[src/rtl/bvmul_ugt_skolem_seq.sv]
// Sequential Skolem witness search for exists x. (a*x mod 2^W) >u c, using a shared shift-add multiplier.
// Optional macro SKOLEM_EARLY_EXIT_EN: trivially unsatisfiable requests (c all-ones or a zero) finish immediately.
module bvmul_ugt_skolem_seq #(
  parameter int unsigned W = 4
) (
  input  logic         clk,
  input  logic         rst,
  input  logic         start,
  input  logic [W-1:0] a,
  input  logic [W-1:0] c,
  output logic         ready,
  output logic         busy,
  output logic         done,
  output logic         found,
  output logic [W-1:0] witness
);

  localparam int unsigned CW = (W > 1) ? $clog2(W) : 1;

  typedef enum logic [1:0] {
    S_IDLE,
    S_MUL,
    S_CMP,
    S_DONE
  } state_t;

  state_t         state_q, state_d;
  logic [W-1:0]   a_q, a_d;
  logic [W-1:0]   c_q, c_d;
  logic [W-1:0]   x_q, x_d;
  logic [W-1:0]   acc_q, acc_d;
  logic [CW-1:0]  cnt_q, cnt_d;
  logic           found_q, found_d;
  logic [W-1:0]   witness_q, witness_d;

  logic [W-1:0]   partial;
  logic           last_step;

  // One partial product per cycle, LSB-first over x; the W-bit sum drops carries (mod 2^W).
  assign partial   = x_q[cnt_q] ? (a_q << cnt_q) : '0;
  assign last_step = (cnt_q == CW'(W - 1));

  always_ff @(posedge clk) begin
    if (rst) begin
      state_q   <= S_IDLE;
      a_q       <= '0;
      c_q       <= '0;
      x_q       <= '0;
      acc_q     <= '0;
      cnt_q     <= '0;
      found_q   <= 1'b0;
      witness_q <= '0;
    end else begin
      state_q   <= state_d;
      a_q       <= a_d;
      c_q       <= c_d;
      x_q       <= x_d;
      acc_q     <= acc_d;
      cnt_q     <= cnt_d;
      found_q   <= found_d;
      witness_q <= witness_d;
    end
  end

  always_comb begin
    state_d   = state_q;
    a_d       = a_q;
    c_d       = c_q;
    x_d       = x_q;
    acc_d     = acc_q;
    cnt_d     = cnt_q;
    found_d   = found_q;
    witness_d = witness_q;

    unique case (state_q)
      S_IDLE: begin
        if (start) begin
          a_d   = a;
          c_d   = c;
          x_d   = '0;
          acc_d = '0;
          cnt_d = '0;
`ifdef SKOLEM_EARLY_EXIT_EN
          if ((c == '1) || (a == '0)) begin
            found_d   = 1'b0;
            witness_d = '0;
            state_d   = S_DONE;
          end else begin
            state_d = S_MUL;
          end
`else
          state_d = S_MUL;
`endif
        end
      end

      S_MUL: begin
        acc_d = acc_q + partial;
        if (last_step) begin
          cnt_d   = '0;
          state_d = S_CMP;
        end else begin
          cnt_d = cnt_q + CW'(1);
        end
      end

      S_CMP: begin
        if (acc_q > c_q) begin
          found_d   = 1'b1;
          witness_d = x_q;
          state_d   = S_DONE;
        end else if (x_q == '1) begin
          found_d   = 1'b0;
          witness_d = '0;
          state_d   = S_DONE;
        end else begin
          x_d     = x_q + W'(1);
          acc_d   = '0;
          cnt_d   = '0;
          state_d = S_MUL;
        end
      end

      S_DONE: begin
        state_d = S_IDLE;
      end

      default: begin
        state_d = S_IDLE;
      end
    endcase
  end

  assign ready   = (state_q == S_IDLE);
  assign busy    = (state_q != S_IDLE);
  assign done    = (state_q == S_DONE);
  assign found   = found_q;
  assign witness = witness_q;

endmodule

[config.mk]
export PLATFORM = sky130hd
export DESIGN_NAME = bvmul_ugt_skolem_seq
export DESIGN_NICKNAME = d
export VERILOG_FILES = /design/src/rtl/bvmul_ugt_skolem_seq.sv
export SDC_FILE = /design/constraint.sdc
export NUM_CORES = 1
export LEC_CHECK = 0
export ABC_AREA = 1
export BUFFER_PORTS_ARGS = -buffer_cell sky130_fd_sc_hd__buf_4
export CAP_MARGIN = 20
export CORE_UTILIZATION = 35
export DETAILED_ROUTE_END_ITERATION = 16
export PLACE_DENSITY_LB_ADDON = 0.05
export SLEW_MARGIN = 20
export SYNTH_ARGS = -nofsm -noshare
export SYNTH_HDL_FRONTEND = slang
export SYNTH_SLANG_ARGS = --single-unit
[constraint.sdc]
create_clock -name clk -period 5.7 [get_ports clk]
set_clock_uncertainty 0.1 [all_clocks]
set_input_delay 1.71 -clock clk [delete_from_list [all_inputs] [get_ports clk]]
set_output_delay 1.71 -clock clk [all_outputs]
set_load 0.01 [all_outputs]
==> results.md, run 1 <==
- H-tree depth: 1
- Hold_buf cts: 0
- Number of global-route vias before repair: between 1k and 1.5k
- Iter 0 DRT Violations: 47
- Leakage power total: 0.0007508 µW
- DP Wirelength: 2321 µm
- Worst R2R End: acc_q[3]
- Antenna-violating nets left: 0
- Clk buf depth: 2
- RR Startpoint: cnt_q[0]
- CTS clk-pin slew, worst paths: around 0.08 ns
- Io pins: 19
- Met2 WL: around 1200 µm
- Hold Slack: between 0.3 and 0.4 ns
- Multi-input logic area: 770.7 µm²
- Worst Path Arrival: 0.98 ns
- GPL Wtd Cong: between 0.8 and 0.9
- Max Used Layer: met4
- Area contributors post-synth: dfxtp_1 36%, nand2_1 14%, a21oi_1 8.2%, ha_1 8.1%, inv_1 6.5%
- FMAX: 358.0 MHz
- Final setup viols: 0
- # fillers: slightly above 400
- Startpoint Class: flip-flop
- FF+latch area: 500.5 µm²
- Grt ovf: 0
- Worst Path Buf+Inv: 2
- Final wirelength: 3012 µm
- R2R Setup Slk: 3.54 ns
- Initial core utilization: a little under two fifths
- Worst Path Max Fanout: 4
- Wl on met1: 1617 µm
- Most common cell after layout, fill and taps aside: nand2_1
- Std cell rows: 22
- Layout area overhead: 15.86%
- Setup TNS: 0 ns
- Top cell type's share of synthesized area: a little over a third
- Clock Sink Count: 25
- Max-cap violations: 0
- Via count: 1300
- Core ar.: 0.003744 mm²
- Worst VDD drop: just over 0.09 mV
- Reg2Reg Depth: 14
- Hold violation total from the final report: 0
- Hold-critical path depth: 2
- CP max stage cell: dfxtp_1
- CP top delay family: flip-flops
- Ant. Diodes: 0
- Post CTS Setup Buffer Count: 0
- Post-route clock period utilization: 49.00%
- Share of cells above drive strength 1: 16.44%
- Drt pass-1 iters: 4
- Metal3 WL: 133 µm
- Pwr/cell area: 242.5 mW/mm²
- Final net count: 241
- Post-synth cell types: 25
- # DRC: 0
- Slew @ Worst Pin: 0.5120 ns
- Input/output buffers: 18
- Req. time, crit path: between 3 and 4 ns
- Seq cells post-synth: 25
- Worst-path cell chain: nor2_2, inv_2, buf_4
- First-pass GRT wire length: 5223 µm
- Ys Warns: 0
- WL/cell: roughly 11 µm
- Latest clock arrival within the worst-skew pair: between 0.2 and 0.3 ns
- Hold Crit Class: flip-flop to flip-flop
- Die Y: 65.16 µm
- Sequential-to-total area share from yosys stat: 35.84%
- Mean Syn Cell Area: 6.947 µm²
- Num CTS Buffers: 3
- GRT Total Usage: 16.02%
- Min cycle time layout: 2.793 ns
- Die area: about 0.0042 mm²
- Slew Viols, Final: 0
- Hold worst-path end: found
- CTS tree: yes
- Status: finished clean
- Post-synth net total: 222
- Crit end category: output pin
- Chip width: between 60 and 70 µm
- Delay of the slowest cell on the worst path: 0.36 ns
- Cell taking the most area after synthesis: dfxtp_1
- Clock root buffer master: clkbuf_8
- Post-synthesis cell area: 0.001396 mm²
- Vias/cell: a little under 5
- RSZ-0062 raised after global routing: no
- Syn Inst Count: 201
- WS Path Type: flip-flop to output pin
- Largest net degree at the start of global routing: 17
- Most frequent cells in the layout: 51 x nand2_1, 25 x dfxtp_1, 24 x inv_1
- Relative slew slack: 65.74%
- Post-CTS sizing: 0
- Initial antenna violation count: 0
- Hold Path Origin: found
stage by stage:
stage          utilization [%]  cells  cell area (µm²)  power [µW]  worst slack (ns)
5_1_grt                  43.22    267             1618       420.7             2.832
3_3_place_gp             41.98    263             1572       289.2             3.115
2_1_floorplan                -    201             1396       264.3             3.219
6_report                 43.22    267             1618       392.4             2.907
3_5_place_dp             41.98    263             1572       290.4             3.051
4_1_cts                  43.22    267             1618       397.0             2.891
synth_stat cells:
cell / n
dfxtp_1: 25
nor2_2: 5
fa_1: 1
nand3_1: 15
nor2_1: 17
inv_1: 24
ha_1: 9
nand2_2: 1
o21a_1: 1
o21ai_0: 10
nand3_2: 1
nor3_1: 1
nand2_1: 51
o21ai_1: 1
inv_2: 4
a21oi_1: 23
buf_4: 1
nand4_1: 2
o21bai_1: 1
xor2_1: 1
or2_2: 1
clkbuf_1: 2
buf_2: 1
o211ai_1: 1
nand3_4: 2
registers in the layout (all words and copies together), names as in the netlist:
| register | count |
|---|---|
| acc_q | 4 |
| a_q | 4 |
| state_q | 2 |
| witness | 4 |
| c_q | 4 |
| cnt_q | 2 |
| found | 1 |
| x_q | 4 |
cell families (layout without fill, tap and decap cells):
kind of cell | Yosys count | in the layout | share of synthesized area, %
and+or+nand+nor | 96 | 96 | 31.27
adders and majority gates | 10 | 10 | 9.498
xor gates and xnor gates | 1 | 1 | 0.6274
buffers and inverters | 32 | 50 | 8.961
AOI/OAI and AO/OA | 37 | 37 | 13.80
DFF | 25 | 25 | 35.84
area by class of cell:
cell class              count  share of cell area, %
well taps                  48                  3.712
repair buffers             18                  8.353
clock buffers               3                  2.552
clock inverters             1                 0.3094
multi-input cells         144                  47.64
inverters                  28                  6.497
flip-flops and latches     25                  30.94
worst max path at each step:
stage | startpoint | endpoint | slack [ns] | depth (start not counted)
after floorplan | rst | x_q[1] | 3.22 | 3
after global placement | start | a_q[3] | 3.12 | 6
after detailed placement | start | c_q[2] | 3.05 | 6
after CTS | state_q[0] | busy | 2.89 | 3
after global routing | state_q[1] | done | 2.83 | 3
final | state_q[0] | busy | 2.91 | 3
report_power, final:
part           leakage, µW  internal (µW)  switching [µW]
registers         0.000204            186            10.1
clock network    0.0000255           49.0            56.9
logic             0.000521           34.1            55.9
tightest hold or removal path: cells and delay by family, from the launching register on:
kind,cells,cell delay (ns)
DFF,1,0.32
and+or+nand+nor,1,0.06
AOI/OAI and AO/OA,1,0.05
per-layer routing:
layer / vias to the layer above / GRT usage (%)
met5: - / 0
met4: 0 / 6.522
met3: 5 / 2.257
met2: 25 / 23.84
met1: 587 / 22.97
li1: 683 / -
Power figures use the tool's default switching activity.
==> run 2, diff against run 1 <==
==> constraint.sdc (replaced) <==
create_clock -name clk -period 2.3 [get_ports clk]
set_clock_uncertainty 0.1 [all_clocks]
set_input_delay 0.69 -clock clk [delete_from_list [all_inputs] [get_ports clk]]
set_output_delay 0.69 -clock clk [all_outputs]
set_load 0.01 [all_outputs]
==> run 2 against run 1 <==
Clock power is 140% higher. Largest power group unchanged. Critical path depth is 11 higher. Wire length is 1.8% higher. Utilization is 0.53 points higher. Critical path type is now flip-flop to flip-flop.
==> results.md, run 2 (synthesis results as in run 1) <==
- Max-cap violations: 0
- GPL Wtd Cong: 0.9032
- Post CTS Setup Buffer Count: 0
- CTS tree: yes
- Number of global-route vias before repair: 1178
- Worst R2R End: acc_q[3]
- Input/output buffers: 18
- Antenna-violating nets left: 0
- Fin worst setup slack: 0.2149 ns
- # fillers: 418
- WL/cell: about 11 µm
- Final wirelength: 3065 µm
- Share of cells above drive strength 1: 19.09%
- Leakage power total: 0.0007591 µW
- Latest clock arrival within the worst-skew pair: 0.26 ns
- Switching pwr: 301.2 µW
- Comb power frac: 23.3%
- Most common cell after layout, fill and taps aside: nand2_1
- Status: finished clean
- Initial core utilization: 37.30%
- Drt pass-1 iters: 4
- First-pass GRT wire length: 5395 µm
- Num CTS Buffers: 3
- Cells after DPL: 264
- GRT Total Usage: between 15 and 20%
- Hold violation total from the final report: 0
- Worst Path Max Fanout: 5
- Clk buf depth: 2
- Layout area overhead: 17.29%
- Startpoint Class: flip-flop
- Pwr Total: about 1000 µW
- Clock Sink Count: 25
- Core ar.: around 0.0037 mm²
- Seq pwr share: 50.1%
- Post-CTS sizing: 0
- Slew @ Worst Pin: 0.4693 ns
- Hold Path Origin: found
- Min cycle time layout: 2.085 ns
- Ant. Diodes: 0
- Chip width: 65.16 µm
- # DRC: 0
- Crit end category: flip-flop
- Hold_buf cts: 0
- Sw Share: 30.96%
- Finished Layout Cells: 268
- R2R Setup Slk: roughly 0.21 ns
- Hold Crit Class: flip-flop to flip-flop
- Die area: 0.004246 mm²
- Hold worst-path end: found
- RR Startpoint: x_q[0]
- Vias/cell: 4.694
- Final setup viols: 0
- Clock power frac: between 20% and 30%
- Iter 0 DRT Violations: 50
- Relative slew slack: 68.64%
- Io pins: 19
- Grt ovf: 0
- Worst VDD drop: 0.2896 mV
- Std cell rows: 22
- H-tree depth: 1
- Most frequent cells in the layout: 51 x nand2_1, 23 x inv_1, 23 x dfxtp_1
- DP Wirelength: 2386 µm
- Hold-critical path depth: 2
- Dpl ws: 0.1104 ns
- Die Y: 65.16 µm
- P_int: 671.8 µW
- FMAX: 479.6 MHz
- Final core occ: a little over two fifths
- Final net count: around 240
- Post-route clock period utilization: 90.65%
- Initial antenna violation count: 0
- Slew Viols, Final: 0
- Largest net degree at the start of global routing: 17
- WS Path Type: flip-flop to flip-flop
- Pwr/cell area: 594.1 mW/mm²
- Worst Path Arrival: roughly 2.2 ns
- CTS clk-pin slew, worst paths: 0.08 ns
- Via count: 1258
- Req. time, crit path: 2.40 ns
- Reg2Reg Depth: 14
- Clock root buffer master: clkbuf_8
[run 2: power by group through the flow]
| stage | Sequential (µW) | Clock, µW | Combinational [µW] |
|---|---|---|---|
| 2_1_floorplan | 491 | 0 | 164 |
| 3_3_place_gp | 497 | 0 | 223 |
| 3_5_place_dp | 497 | 0 | 226 |
| 4_1_cts | 487 | 277 | 227 |
| 5_1_grt | 493 | 291 | 265 |
| 6_report | 488 | 259 | 227 |
[run 2: worst max-delay path by stage]
stage	end	from	slack, ns	cells past startpoint
global route	acc_q[3]	x_q[0]	-0.002	15
finish	acc_q[3]	x_q[0]	0.21	14
floorplan	acc_q[3]	cnt_q[0]	0.40	15
detailed placement	acc_q[3]	cnt_q[0]	0.11	14
global placement	acc_q[3]	cnt_q[0]	0.28	14
CTS	acc_q[3]	cnt_q[0]	0.09	14
[run 2: through the flow]
stage | hold WS, ns | setup TNS (ns) | cell area [µm²]
6_report | 0.3675 | 0 | 1638
5_1_grt | 0.4067 | -0.001602 | 1638
4_1_cts | 0.3678 | 0 | 1624
3_5_place_dp | 0.3556 | 0 | 1579
3_3_place_gp | 0.3517 | 0 | 1579
2_1_floorplan | 0.3245 | 0 | 1396
[run 2: cell type report]
type / count / area, µm² / share of cell area, %
multi-input cells: 144 / 782.0 / 47.75
well taps: 48 / 60.06 / 3.667
inverters: 28 / 105.1 / 6.417
repair buffers: 19 / 142.6 / 8.709
clock buffers: 4 / 45.04 / 2.750
flip-flops and latches: 25 / 503.0 / 30.71
[run 2: per-layer routing]
layer | share of wire (%) | routed length, µm | track usage (%)
met5 | 0 | 0 | 0
met2 | 41 | 1264 | 24.87
met4 | 2.0 | 60 | 5.707
met3 | 3.2 | 99 | 2.778
met1 | 54 | 1640 | 23.18
[run 2: worst max-delay path, cell delays in order (launching register included)]
cell,delay [ns]
dfxtp_1,0.42
inv_1,0.10
nand2_1,0.07
nand3_1,0.10
nand2_1,0.13
nand3_1,0.09
inv_1,0.07
ha_2,0.29
nand3_1,0.16
nand3_1,0.11
nand2_1,0.09
nand3_1,0.06
nand2_1,0.06
nand2_1,0.05
a21oi_1,0.12
==> run 3, diff against run 2 <==
--- a/config.mk
+++ b/config.mk
@@ -8,8 +8,10 @@
 export ABC_AREA = 1
 export BUFFER_PORTS_ARGS = -buffer_cell sky130_fd_sc_hd__buf_4
 export CAP_MARGIN = 20
-export CORE_UTILIZATION = 35
+export CORE_MARGIN = 5
+export CORE_UTILIZATION = 25
 export DETAILED_ROUTE_END_ITERATION = 16
+export GPL_ROUTABILITY_DRIVEN = 0
 export PLACE_DENSITY_LB_ADDON = 0.05
 export SLEW_MARGIN = 20
 export SYNTH_ARGS = -nofsm -noshare
==> run 3 against run 2 <==
Global-route usage shrank 6.1 points. Clock power grew 8.1%. Wire length increased by 16%. Critical path depth unchanged. Critical path type unchanged. Largest power group unchanged.
==> results.md, run 3 (synthesis results as in run 1) <==
- Hold_buf cts: 0
- Layout area overhead: 19.09%
- Initial antenna violation count: 0
- Die Y: 84.74 µm
- RSZ-0062 raised after global routing: no
- CTS tree: yes
- Pwr/cell area: 600.6 mW/mm²
- Status: finished clean
- Num CTS Buffers: 3
- Worst VDD drop: 0.1929 mV
- Std cell rows: 27
- Hold Crit Class: flip-flop to flip-flop
- GRT Total Usage: 10.30%
- Min cycle time layout: 2.108 ns
- DP Wirelength: 2753 µm
- Input/output buffers: 18
- Max-cap violations: 0
- Vias/cell: 4.387
- Clock Sink Count: 25
- Slew @ Worst Pin: 0.5309 ns
- Drt pass-1 iters: 4
- Share of cells above drive strength 1: 18.64%
- R2R Setup Slk: ~0.19 ns
- Final Cell Area: 0.001663 mm²
- Initial core utilization: 25.51%
- # DRC: 0
- Clock root buffer master: clkbuf_8
- Leakage power total: about 0.00075 µW
- Hold violation total from the final report: 0
- First-pass GRT wire length: 5927 µm
- Final wirelength: 3561 µm
- Antenna-violating nets left: 0
- Grt ovf: 0
- Iter 0 DRT Violations: 47
- Cell Area, Placed: 0.001609 mm²
- Latest clock arrival within the worst-skew pair: roughly 0.28 ns
- WL/cell: 12.20 µm
- Number of global-route vias before repair: 1262
- Worst Path Arrival: ~2.2 ns
- Most frequent cells in the layout: 51 x nand2_1, 23 x inv_1, 23 x a21oi_1
- Final setup viols: 0
- Post-route clock period utilization: between 90% and 100%
- Via count: 1281
- Clk buf depth: 2
- Core ar.: 0.005473 mm²
- H-tree depth: 1
- Ant. Diodes: 0
- Most common cell after layout, fill and taps aside: nand2_1
- Chip width: 84.74 µm
- Startpoint Class: flip-flop
- FMAX: around 470 MHz
- Worst Path Max Fanout: 8
- Relative slew slack: 64.48%
- Crit end category: flip-flop
- Slew Viols, Final: 0
- Die area: 0.007180 mm²
- Largest net degree at the start of global routing: 17
- Setup TNS: 0 ns
- Io pins: 19
- Final net count: ~240
- Req. time, crit path: 2.42 ns
- WS Path Type: flip-flop to flip-flop
- CTS clk-pin slew, worst paths: 0.10 ns
==> run 3: final cells by class <==
cell class	instances	area [µm²]
clock buffers	4	45.04
fillers	617	3810
inverters	28	105.1
multi-input cells	144	775.7
flip-flops and latches	25	504.2
well taps	72	90.09
repair buffers	19	142.6
==> run 3: per-stage QoR <==
stage	hold WS, ns	utilization, %	std cells	power [µW]	setup slack, ns
detailed placement	0.3613	29.40	288	729.9	0.1285
finish	0.3716	30.38	292	998.7	0.1917
CTS	0.3786	30.22	292	1008	0.09438
floorplan	0.3245	-	201	655.1	0.4037
global route	0.4042	30.38	292	1063	0.004134
global placement	0.3558	29.40	288	726.7	0.2613
==> run 3: final timing paths <==
| path | start | endpoint | depth (start not counted) |
|---|---|---|---|
| max reg2reg | cnt_q[0] | acc_q[3] | 14 |
| min reg2reg | c_q[1] | c_q[1] | 2 |
| min | c_q[1] | c_q[1] | 2 |
| max | cnt_q[0] | acc_q[3] | 14 |
==> run 3: power by group <==
group	total (µW)	switching (µW)	internal, µW	leakage [µW]
clock network	280	155	125	0.0000228
registers	489	26.2	463	0.000205
logic	230	144	85.2	0.000527
total	999	326	673	0.000755
==> run 3: what timing repair did <==
| action | in CTS | in global routing |
|---|---|---|
| hold endpoints to repair | 0 | 0 |
| setup buffers | 0 | 0 |
| gates resized for setup | 0 | 5 |
| setup endpoints to repair | 0 | 1 |
==> run 3: worst max-delay path, cell delays in order (launching register included) <==
cell and delay, ns:
dfxtp_2 0.37, inv_2 0.11, nand2_1 0.07, nand3_1 0.11, nand2_1 0.10, nand3_1 0.09
inv_1 0.04, ha_1 0.33, a21oi_1 0.21, nand3_1 0.11, nand2_1 0.10, nand3_1 0.07
nand2_1 0.06, nand2_1 0.04, a21oi_1 0.13
==> run 3: layer usage <==
metal	up-vias	GRT usage (%)	part of all wire, %
met2	24	16.58	43
met1	567	13.44	51
li1	685	-	-
met4	0	3.453	1.3
met5	-	0	0
met3	5	2.453	4.4
